$ cat src/rtl/cpu_bus_arbiter.sv
`default_nettype none
// ============================================================================
// Module   : cpu_bus_arbiter
// Brief    : Fetch/data to single-bus arbiter with bounded fetch starvation.
//            Optional ARBITER_PERF_EN adds grant and wait-cycle counters.
// Revision : 1.0
// ============================================================================
module cpu_bus_arbiter #(
  parameter int unsigned STARVE_LIMIT = 4
) (
  input  logic        i_clock,
  input  logic        i_reset,
  input  logic        i_fetch_request,
  input  logic [31:0] i_fetch_address,
  output logic [31:0] o_fetch_rdata,
  output logic        o_fetch_ready,
  input  logic        i_data_request,
  input  logic        i_data_rw,
  input  logic [31:0] i_data_address,
  input  logic [31:0] i_data_wdata,
  input  logic [3:0]  i_data_wmask,
  output logic [31:0] o_data_rdata,
  output logic        o_data_ready,
  output logic        o_bus_request,
  output logic        o_bus_rw,
  output logic [31:0] o_bus_address,
  output logic [31:0] o_bus_wdata,
  output logic [3:0]  o_bus_wmask,
  input  logic        i_bus_ready,
  input  logic [31:0] i_bus_rdata
`ifdef ARBITER_PERF_EN
  ,
  output logic [31:0] o_perf_fetch_grants,
  output logic [31:0] o_perf_data_grants,
  output logic [31:0] o_perf_wait_cycles
`endif
);

  localparam int c_CNT_W = (STARVE_LIMIT > 0) ? $clog2(STARVE_LIMIT + 1) : 1;
  localparam logic [c_CNT_W-1:0] c_STARVE_MAX = c_CNT_W'(STARVE_LIMIT);

  typedef enum logic [1:0] {
    S_IDLE    = 2'd0,
    S_FETCH   = 2'd1,
    S_DATA    = 2'd2,
    S_RELEASE = 2'd3
  } state_t;

  state_t r_state, w_state_next;

  logic [c_CNT_W-1:0] r_starve, w_starve_next;
  logic        r_bus_request, w_bus_request;
  logic        r_bus_rw,      w_bus_rw;
  logic [31:0] r_bus_address, w_bus_address;
  logic [31:0] r_bus_wdata,   w_bus_wdata;
  logic [3:0]  r_bus_wmask,   w_bus_wmask;
  logic [31:0] r_fetch_rdata, w_fetch_rdata;
  logic        r_fetch_ready, w_fetch_ready;
  logic [31:0] r_data_rdata,  w_data_rdata;
  logic        r_data_ready,  w_data_ready;
  logic        w_fetch_wins;

  always_ff @(posedge i_clock) begin
    if (i_reset) begin
      r_state       <= S_IDLE;
      r_starve      <= '0;
      r_bus_request <= 1'b0;
      r_bus_rw      <= 1'b0;
      r_bus_address <= '0;
      r_bus_wdata   <= '0;
      r_bus_wmask   <= '0;
      r_fetch_rdata <= '0;
      r_fetch_ready <= 1'b0;
      r_data_rdata  <= '0;
      r_data_ready  <= 1'b0;
    end else begin
      r_state       <= w_state_next;
      r_starve      <= w_starve_next;
      r_bus_request <= w_bus_request;
      r_bus_rw      <= w_bus_rw;
      r_bus_address <= w_bus_address;
      r_bus_wdata   <= w_bus_wdata;
      r_bus_wmask   <= w_bus_wmask;
      r_fetch_rdata <= w_fetch_rdata;
      r_fetch_ready <= w_fetch_ready;
      r_data_rdata  <= w_data_rdata;
      r_data_ready  <= w_data_ready;
    end
  end

  // Data normally wins; fetch wins once it has been passed over STARVE_LIMIT times.
  assign w_fetch_wins = i_fetch_request &&
                        (!i_data_request || (r_starve == c_STARVE_MAX));

  always_comb begin
    w_state_next  = r_state;
    w_starve_next = r_starve;
    w_bus_request = r_bus_request;
    w_bus_rw      = r_bus_rw;
    w_bus_address = r_bus_address;
    w_bus_wdata   = r_bus_wdata;
    w_bus_wmask   = r_bus_wmask;
    w_fetch_rdata = r_fetch_rdata;
    w_fetch_ready = 1'b0;
    w_data_rdata  = r_data_rdata;
    w_data_ready  = 1'b0;
    unique case (r_state)
      S_IDLE: begin
        if (w_fetch_wins) begin
          w_state_next  = S_FETCH;
          w_starve_next = '0;
          w_bus_request = 1'b1;
          w_bus_rw      = 1'b0;
          w_bus_address = i_fetch_address;
          w_bus_wdata   = '0;
          w_bus_wmask   = 4'h0;
        end else if (i_data_request) begin
          w_state_next  = S_DATA;
          w_bus_request = 1'b1;
          w_bus_rw      = i_data_rw;
          w_bus_address = i_data_address;
          w_bus_wdata   = i_data_wdata;
          w_bus_wmask   = i_data_wmask;
          if (!i_fetch_request)
            w_starve_next = '0;
          else if (r_starve != c_STARVE_MAX)
            w_starve_next = r_starve + c_CNT_W'(1);
        end
      end
      S_FETCH: begin
        if (i_bus_ready) begin
          w_state_next  = S_RELEASE;
          w_bus_request = 1'b0;
          w_fetch_rdata = i_bus_rdata;
          w_fetch_ready = 1'b1;
        end
      end
      S_DATA: begin
        if (i_bus_ready) begin
          w_state_next  = S_RELEASE;
          w_bus_request = 1'b0;
          w_data_rdata  = i_bus_rdata;
          w_data_ready  = 1'b1;
        end
      end
      S_RELEASE: begin
        w_state_next = S_IDLE;
      end
      default: begin
        w_state_next = S_IDLE;
      end
    endcase
  end

  assign o_bus_request = r_bus_request;
  assign o_bus_rw      = r_bus_rw;
  assign o_bus_address = r_bus_address;
  assign o_bus_wdata   = r_bus_wdata;
  assign o_bus_wmask   = r_bus_wmask;
  assign o_fetch_rdata = r_fetch_rdata;
  assign o_fetch_ready = r_fetch_ready;
  assign o_data_rdata  = r_data_rdata;
  assign o_data_ready  = r_data_ready;

`ifdef ARBITER_PERF_EN
  logic [31:0] r_perf_fetch_grants;
  logic [31:0] r_perf_data_grants;
  logic [31:0] r_perf_wait_cycles;
  logic        w_fetch_grant, w_data_grant, w_fetch_wait, w_data_wait;

  assign w_fetch_grant = (r_state == S_IDLE) && (w_state_next == S_FETCH);
  assign w_data_grant  = (r_state == S_IDLE) && (w_state_next == S_DATA);
  // A port waits when it requests but neither holds the bus nor is being answered.
  assign w_fetch_wait  = i_fetch_request && !w_fetch_grant &&
                         (r_state != S_FETCH) && !r_fetch_ready;
  assign w_data_wait   = i_data_request && !w_data_grant &&
                         (r_state != S_DATA) && !r_data_ready;

  always_ff @(posedge i_clock) begin
    if (i_reset) begin
      r_perf_fetch_grants <= '0;
      r_perf_data_grants  <= '0;
      r_perf_wait_cycles  <= '0;
    end else begin
      if (w_fetch_grant)
        r_perf_fetch_grants <= r_perf_fetch_grants + 32'd1;
      if (w_data_grant)
        r_perf_data_grants <= r_perf_data_grants + 32'd1;
      if (w_fetch_wait || w_data_wait)
        r_perf_wait_cycles <= r_perf_wait_cycles + 32'd1;
    end
  end

  assign o_perf_fetch_grants = r_perf_fetch_grants;
  assign o_perf_data_grants  = r_perf_data_grants;
  assign o_perf_wait_cycles  = r_perf_wait_cycles;
`endif

endmodule
`default_nettype wire
$ cat config.mk
export PLATFORM = sky130hd
export DESIGN_NAME = cpu_bus_arbiter
export DESIGN_NICKNAME = d
export VERILOG_FILES = /design/src/rtl/cpu_bus_arbiter.sv
export SDC_FILE = /design/constraint.sdc
export NUM_CORES = 1
export LEC_CHECK = 0
export ABC_AREA = 1
export ABC_CLOCK_PERIOD_IN_PS = 4000
export CAP_MARGIN = 30
export CORE_ASPECT_RATIO = 0.5
export CORE_MARGIN = 3
export CORE_UTILIZATION = 44
export CTS_BUF_LIST = sky130_fd_sc_hd__clkbuf_16
export CTS_CLUSTER_DIAMETER = 80
export CTS_CLUSTER_SIZE = 8
export DETAILED_ROUTE_END_ITERATION = 7
export GPL_ROUTABILITY_DRIVEN = 0
export GPL_TIMING_DRIVEN = 0
export HOLD_SLACK_MARGIN = 0.08
export PLACE_DENSITY = 0.86
export SLEW_MARGIN = 5
export SYNTH_ARGS = -nofsm -noshare
export SYNTH_HDL_FRONTEND = slang
export SYNTH_SLANG_ARGS = --single-unit
$ cat constraint.sdc
create_clock -name i_clock -period 4 [get_ports i_clock]
set_input_delay 0.8 -clock i_clock [delete_from_list [all_inputs] [get_ports i_clock]]
set_output_delay 0.8 -clock i_clock [all_outputs]
set_load 0.01 [all_outputs]
Word-level counts from Yosys, hierarchy flattened
Cells that the tools add are included.
{"block": "totals", "reg_bits": 141, "out_inout_bits": 136, "wordCells": 58}
{"block": "op_classes", "addsub": 1, "n_eq_ne": 8, "mux": 21, "bitwise": 2, "reduce_logical": 15}
{"cell": "2-to-1 mux 32 bit", "count": 4}
{"cell": "2-to-1 mux 3 bit", "count": 4}
{"cell": "2-to-1 mux 4 bit", "count": 2}
{"cell": "AND reduction 2 bit", "count": 4}
{"cell": "2-to-1 mux 1 bit", "count": 6}
{"cell": "2-to-1 mux 2 bit", "count": 3}
{"cell": "inequality test 3 bit (second input constant)", "count": 2}
{"cell": "case mux 2 bit (3 select lines)", "count": 1}
{"cell": "AND reduction 3 bit", "count": 2}
{"cell": "OR reduction 2 bit", "count": 3}
{"cell": "== test 2 bit (second input constant)", "count": 2}
{"cell": "nonzero test 2 bit", "count": 2}
{"cell": "adder 3 x 1 -> 3 bit (second input constant)", "count": 1}
{"cell": "== test 3 bit (second input constant)", "count": 1}
{"cell": "inequality test 3 x 1 -> 1 bit (second input constant)", "count": 1}
{"cell": "== test 2 x 1 -> 1 bit (second input constant)", "count": 1}
{"cell": "logical NOT 2 bit", "count": 1}
{"cell": "inequality test 2 x 1 -> 1 bit (second input constant)", "count": 1}
{"cell": "inverter 1 bit", "count": 2}
{"cell": "case mux 1 bit (2 select lines)", "count": 1}
{"cell": "logical AND 1 bit", "count": 1}
{"cell": "logical NOT 1 bit", "count": 1}
{"cell": "logical OR 1 bit", "count": 1}

Logic depth before layout (Yosys ltp)
Gate-level depths: netlist (run 1).
{"block": "depth", "depth_word": 5, "depth_mapped": 10, "ltp_nobuf": 9}

Worst setup path before layout (run 1)
No wires, ideal clock.
{"block": "synth_path", "kind": "input to register", "from": "input i_fetch_request", "to": "register r_bus_wdata[1], in the netlist o_bus_wdata[1]", "arrival_time_ps": 1559, "path_slack_ps": 2324, "cell_stages": 7, "n_path_buf": 3, "cell_sequence": "buf_4 -> nor2_4 -> nor2_4 -> buf_6 -> buf_4 -> o21ai_0 -> nor2_1"}
{"block": "synth_via", "elab_chain_cells": 3, "elab_cells_between_ends": 4, "classes_between": "1 x mux; 3 x reduce/logical"}
{"item": "start, declared", "line_no": "13", "rtl": "input logic i_fetch_request,"}
{"item": "logical AND 1 bit (*)", "line_no": "92", "rtl": "assign w_fetch_wins = i_fetch_request &&"}
{"item": "nonzero test 2 bit (no line)"}
{"item": "AND reduction 2 bit (no line)"}
{"item": "end signal, assigned", "line_no": "82", "rtl": "r_bus_wdata <= w_bus_wdata;"}
{"item": "end, declared", "line_no": "55", "rtl": "logic [31:0] r_bus_wdata, w_bus_wdata;"}
Mark *: on every way between the ends. The rest lies on a longest branch, timed or not.
A chain may end at the register's enable or synchronous reset.

Worst setup path after layout (run 1)
{"block": "layout_path", "from": "register r_data_rdata[2], in the netlist o_data_rdata[2]", "to": "output o_data_rdata[2]"}
{"item": "start, declared", "line_no": "59", "rtl": "logic [31:0] r_data_rdata, w_data_rdata;"}
{"item": "start signal, assigned", "line_no": "86", "rtl": "r_data_rdata <= w_data_rdata;"}
{"item": "end, declared", "line_no": "22", "rtl": "output logic [31:0] o_data_rdata,"}
No word-level cell between the ends.

==> results.md, run 1 <==
* Gr usage total at 0.251
* Min Clock Period, post-route at 2.13 ns
* Fmax at 470 MHz
* Clk slew on worst S/H paths at 0.06 ns
* CP max stage delay at 0.59 ns
* Total CTS buffers at 17
* Fin util at 0.752
* Post-cts resize count at 0
* Vias per cell at 4.96
* H-Tree Depth at 4
* Cell Area, Synth at 5630 um2
* Port buffer count at 272
* Mapped Nets at 923
* Synthesis Warnings at 0
* Largest cells by area after synthesis: dfxtp_1 50%, nor2_1 16%, o21ai_0 8.4%
* Clock skew at 0.00698 ns
* Largest net degree at the start of global routing at 17
* RSZ-0062 raised after global routing: false
* Total number of vias at 6189
* Fillers at 905
* Worst slew margin at 0.691
* Static leakage at 3.84 nW
* GR Layer Usage met2 at 0.458
* Setup ws final at 1.87 ns
* Status: finished, final reports clean
* Cell variety after synth at 18
* Post-synth ARST share at 0
* Dpl cell area at 8560 um2
* Detailed Route WL at 18.6 mm
* Period utilization at 0.532
* Maxcap violations at 0
* Crit Path Class: flip-flop to output port
* CP Launch Type: flip-flop
* Finished Cell Area at 9150 um2
* Worst path buffer plus inverter count at 1
* Cell Pwr Density at 667 nW/um2
* Initial DRC Count at 348
* Post-synth top flop: dfxtp_1
* Tot Pwr at 6.10 mW
* Initial antenna violation count at 0
* Layout area overhead at 62.4%
* Clock Tree Root: clkbuf_16
* Overflow after GRT at 0
* Max Fanout on Critical Path at 2
* Post-CTS setup buffers at 0
* Die area at 14300 um2
* Post-DRT Antenna Nets at 0
* Hold Path Class: flip-flop to flip-flop
* Met3 GRT Util at 0.0548
* CTS tree: done
* Final setup viols at 0
* Worst Setup End Kind: output port
* Chip height at 86.0 um
* Num Clock Sinks at 141
* N_diodes at 0
* Initial core utilization at 0.463
* Slew @ Worst Pin at 0.464 ns
* Clock tree buffer depth at 2
* CP top delay family: buffers and inverters
* Share of the synthesized area in the top cell type at 0.501
* Number of synthesized flops with an enable pin at 0
* Top-count cell post-synth: nor2_1
* Hold buffer count at CTS at 0
* Busiest grt layer: met2
* TNS Setup at 0 ns
* Syn_area_per_cell at 7.23 um2
* Vias in the first global route at 5980
* Worst-Skew Late Latency at 0.41 ns
* First-pass GRT wire length at 29.1 mm
* Core Rows at 28
* CP cell instances: clkdlybuf4s50_1
* Mapped Cells at 779
* Pre-Repair DR Iteration Count at 5
* WP data required at 3.20 ns
* VDD IR max at 0.392 mV
* Met1 usage at 0.291
* Slew Viols, Final at 0
* Yosys reg bits at 141
* CORE AREA at 12200 um2
* Drt wl/cell at 14.9 um
* Top Ports at 274
* DP Worst Slack at 1.63 ns
* Drt drc at 0
* Final Net Count at 1214
* Post-DP HPWL at 14.1 mm
* Layout cell share with drive strength beyond 1 at 0.0601
* Slowest cell on crit path: clkdlybuf4s50_1
* Worst endpoint data arrival time at 1.33 ns
* Hold Vio Cnt, Final at 0
* Die width at 166 um
* Biggest area consumer among synthesized cells: dfxtp_1
* Top post-synthesis cells by count: 235 x nor2_1, 141 x dfxtp_1, 94 x o21ai_0, 81 x nand2_1, 67 x nand3_1
* Seq/Total Area, Yosys at 0.501
sequential cells by signal (all words and copies together), names as in the netlist:
name / flops
r_state: 2
r_starve: 3
o_fetch_rdata: 32
o_bus_wdata: 32
o_data_rdata: 32
o_bus_wmask: 4
o_bus_address: 32
o_bus_rw: 1
o_bus_request: 1
o_data_ready: 1
o_fetch_ready: 1
cell usage in the layout (no fill, tap or decap):
master	n
nor2_4	2
clkbuf_16	17
clkinv_4	3
a21oi_1	42
clkdlybuf4s50_1	272
nand2_2	1
nand3_1	67
xor2_1	1
o21ai_0	94
clkbuf_1	22
buf_6	4
nand2_1	81
buf_1	4
buf_4	5
bufinv_16	2
buf_2	21
inv_1	43
inv_2	1
dfxtp_1	141
nor2_1	235
clkinvlp_4	4
inv_6	5
ha_1	6
o21ai_1	9
per-layer routing:
metal / vias up / wire (um)
met4: 0 / 605
met1: 2879 / 7710
li1: 3068 / -
met5: - / 0
met3: 44 / 977
met2: 198 / 9290
kinds of logic after synthesis:
group           after synthesis  share of synthesized area
simple gates                386                      0.275
compound gates              145                      0.129
flops                       141                      0.501
buf+inv                     100                     0.0800
fa+ha+maj                     6                     0.0133
xor+xnor                      1                    0.00156
worst paths after layout:
kind              slack [ns]                    startpoint                          to  depth (start not counted)
setup reg to reg        2.31      r_starve[0]$_SDFFE_PP0P_     r_state[0]$_SDFFE_PP0P_                          9
hold / removal          0.44    o_bus_request$_SDFFE_PP0P_  o_bus_request$_SDFFE_PP0P_                          2
setup / recovery        1.87  o_data_rdata[2]$_SDFFE_PP0P_             o_data_rdata[2]                          1
hold reg to reg         0.44    o_bus_request$_SDFFE_PP0P_  o_bus_request$_SDFFE_PP0P_                          2
area by class of cell:
class                      instances  area (um2)  share of cell area
sequential                       141        2820               0.309
tap                              165         206              0.0226
clock buffer                      17         425              0.0465
timing repair buffer             272        2720               0.298
buffer                            56         285              0.0312
multi-input combinational        538        2360               0.258
inverter                          44         165              0.0181
clock inverter                    14         160              0.0175
stage by stage:
stage	instances	hold WS (ns)
final	1247	0.442
after global routing	1247	0.490
after CTS	1247	0.441
after detailed placement	1216	0.433
after global placement	1216	0.432
after floorplan	779	0.461
worst min-delay path, stage by stage, from the launching register on:
cell,delay (ns)
dfxtp_1,0.31
inv_1,0.04
a21oi_1,0.05
power by group:
part	leakage, nW	total (mW)	internal (mW)	switching [mW]
Combinational	2.41	2.50	1.24	1.27
Sequential	1.16	2.03	1.82	0.212
Clock	0.273	1.56	0.927	0.637
Total	3.84	6.10	3.99	2.12
Power figures use the tool's default switching activity.
==> run 2, diff against run 1 <==
ABC_CLOCK_PERIOD_IN_PS = 2100   (was 4000)
CORE_UTILIZATION = 41   (was 44)
PLACE_DENSITY = 0.81   (was 0.86)
clock period = 2.1 ns   (was 4 ns; I/O delays follow)
==> run 2 against run 1 <==
  * Cell area about the same
  * Critical path depth is the same
  * Core utilization down 5.1 points
  * Clock power rose by 88%
  * Global-route usage fell by 1.2 points
  * Clock skew is 0.0025 ns higher
  * Register-to-register slack worse by 1.9 ns
  * Wire length grew 1.1%
  * Via count decreased by 0.86%
  * Die area is 6.9% higher
  * Critical path type unchanged
  * Largest power group unchanged
==> results.md, run 2 (same netlist as run 1, synthesis figures left out) <==
* Layout area overhead at 62.3% (about the same)
* Most frequent cells in the layout: 272 x clkdlybuf4s50_1, 235 x nor2_1, 141 x dfxtp_1
* Largest net degree at the start of global routing at 17 (unchanged)
* Fillers at 1079 (+19%)
* Commonest non-fill, non-tap cell in the layout: clkdlybuf4s50_1
* Vias per cell at 4.90 (-1.3%)
* Post-DRT Antenna Nets at 0 (unchanged)
* Tot Pwr at 11.6 mW (+89%)
* Overflow after GRT at 0 (unchanged)
* Worst r2r src: r_starve[0]$_SDFFE_PP0P_
* Hold Vio Cnt, Final at 0 (unchanged)
* Static leakage at 3.84 nW (+0.17%)
* Port buffer count at 272 (unchanged)
* Clock Tree Root: clkbuf_16
* Cell Pwr Density at 1260 nW/um2 (+90%)
* Slew @ Worst Pin at 0.464 ns (+0.000141 ns)
* Hold Path Depth at 5 (+3)
* Hold Path End: o_bus_address[0]$_SDFFE_PP0P_
* Worst Setup End Kind: output port
* Die width at 172 um (+3.5%)
* CP max stage delay at 0.59 ns (about the same)
* Slowest cell on crit path: clkdlybuf4s50_1
* Pre-Repair DR Iteration Count at 4 (-1)
* Vias in the first global route at 5878 (-1.7%)
* CP cell instances: clkdlybuf4s50_1
* CTS tree: done
* N_diodes at 0 (unchanged)
* Post-DP HPWL at 14.2 mm (+0.23%)
* Detailed Route WL at 18.8 mm (+1.1%)
* TNS Setup at 0 ns (unchanged)
* Worst slew margin at 0.691 (about the same)
* Gr usage total at 0.239 (-0.0117)
* Core Rows at 29 (+3.6%)
* Fmax at 575 MHz
* Initial DRC Count at 276 (-21%)
* CP top delay family: buffers and inverters
* Chip height at 88.9 um (+3.3%)
* Period utilization at 0.829
* Post-cts resize count at 0 (unchanged)
* Die area at 15300 um2 (+6.9%)
* Worst reg2reg path depth at 9 (unchanged)
* Num Clock Sinks at 141 (unchanged)
* H-Tree Depth at 4 (unchanged)
* Drt drc at 0 (unchanged)
* Min Clock Period, post-route at 1.74 ns
* Final Net Count at 1214 (unchanged)
* CORE AREA at 13000 um2 (+7.2%)
* Post-CTS setup buffers at 0 (unchanged)
* Reg-to-reg endpoint: r_state[0]$_SDFFE_PP0P_
* Hold Path Class: input pin to flip-flop
* Clock skew at 0.00943 ns (+0.00246 ns)
* Clock tree buffer depth at 2 (unchanged)
* Clk slew on worst S/H paths at 0.06 ns (about the same)
* Hold wc startpoint: i_fetch_request
* Total CTS buffers at 17 (unchanged)
* Layout cell share with drive strength beyond 1 at 0.0582 (-0.00190)
* Fin util at 0.702 (-0.0506)
* Initial antenna violation count at 0 (unchanged)
* RSZ-0062 raised after global routing: false
* Final setup viols at 0 (unchanged)
* Status: finished, final reports clean
* Drt wl/cell at 15.0 um (+0.63%)
* VDD IR max at 0.524 mV (+34%)
* Worst-Skew Late Latency at 0.41 ns (about the same)
* Top Ports at 274 (unchanged)
* Crit Path Class: flip-flop to output port
* First-pass GRT wire length at 29.0 mm (-0.21%)
* R2r setup slk at 0.39 ns (-1.92 ns)
* Worst endpoint data arrival time at 1.32 ns (about the same)
* Initial core utilization at 0.432 (-0.0309)
* Slew Viols, Final at 0 (unchanged)
* CP Launch Type: flip-flop
* Worst path buffer plus inverter count at 1 (unchanged)
* WP data required at 1.68 ns (-1.52 ns)
* Max Fanout on Critical Path at 2 (unchanged)
* Total number of vias at 6136 (-0.86%)
* Hold buffer count at CTS at 0 (unchanged)
* Maxcap violations at 0 (unchanged)
==> run 2: changes by cell type in the layout (fill, tap and decap cells not counted), sizes merged <==
cell | before | now
clkinvlp | 4 | 2
clkinv | 3 | 8
inv | 49 | 47
==> run 2: final cells by class <==
class	count	area, um2	share of cell area
well taps	170	213	0.0233
clock inverters	15	149	0.0163
clock buffers	17	425	0.0465
multi-input cells	538	2360	0.258
inverters	44	165	0.0181
flip-flops and latches	141	2820	0.309
plain buffers	56	285	0.0312
repair buffers	272	2720	0.298
==> run 2: worst max path at each step <==
| stage | start | slack (ns) | cells past startpoint | to |
|---|---|---|---|---|
| after global placement | i_data_request | 0.09 | 7 | r_state[0]$_SDFFE_PP0P_ |
| final | o_fetch_rdata[9]$_SDFFE_PP0P_ | 0.36 | 1 | o_fetch_rdata[9] |
| after detailed placement | i_data_request | 0.09 | 7 | r_state[0]$_SDFFE_PP0P_ |
| after CTS | o_data_rdata[9]$_SDFFE_PP0P_ | 0.35 | 1 | o_data_rdata[9] |
| after global routing | r_starve[1]$_SDFFE_PP0P_ | 0.23 | 9 | r_state[0]$_SDFFE_PP0P_ |
| after floorplan | r_state[0]$_SDFFE_PP0P_ | 0.74 | 9 | o_bus_address[10]$_SDFFE_PP0P_ |
==> run 2: report_power, final <==
part           internal (mW)  switching, mW
clock                   1.75           1.18
sequential              3.47          0.400
combinational           2.36           2.40
==> run 2: routing by layer <==
layer / vias to the layer above / global-route usage / wire, um
met5: - / 0 / 0
met4: 0 / 0.0920 / 500
met3: 39 / 0.0509 / 936
met2: 188 / 0.438 / 9420
met1: 2834 / 0.280 / 7930
li1: 3075 / - / -
==> run 2: through the flow <==
stage	hold WS [ns]	setup WS, ns	std cells	instance area (um2)
2_1_floorplan	0.461	0.743	779	5630
3_3_place_gp	0.430	0.0906	1221	8570
3_5_place_dp	0.453	0.0909	1221	8570
4_1_cts	0.441	0.351	1253	9140
5_1_grt	0.477	0.235	1253	9140
6_report	0.451	0.360	1253	9140
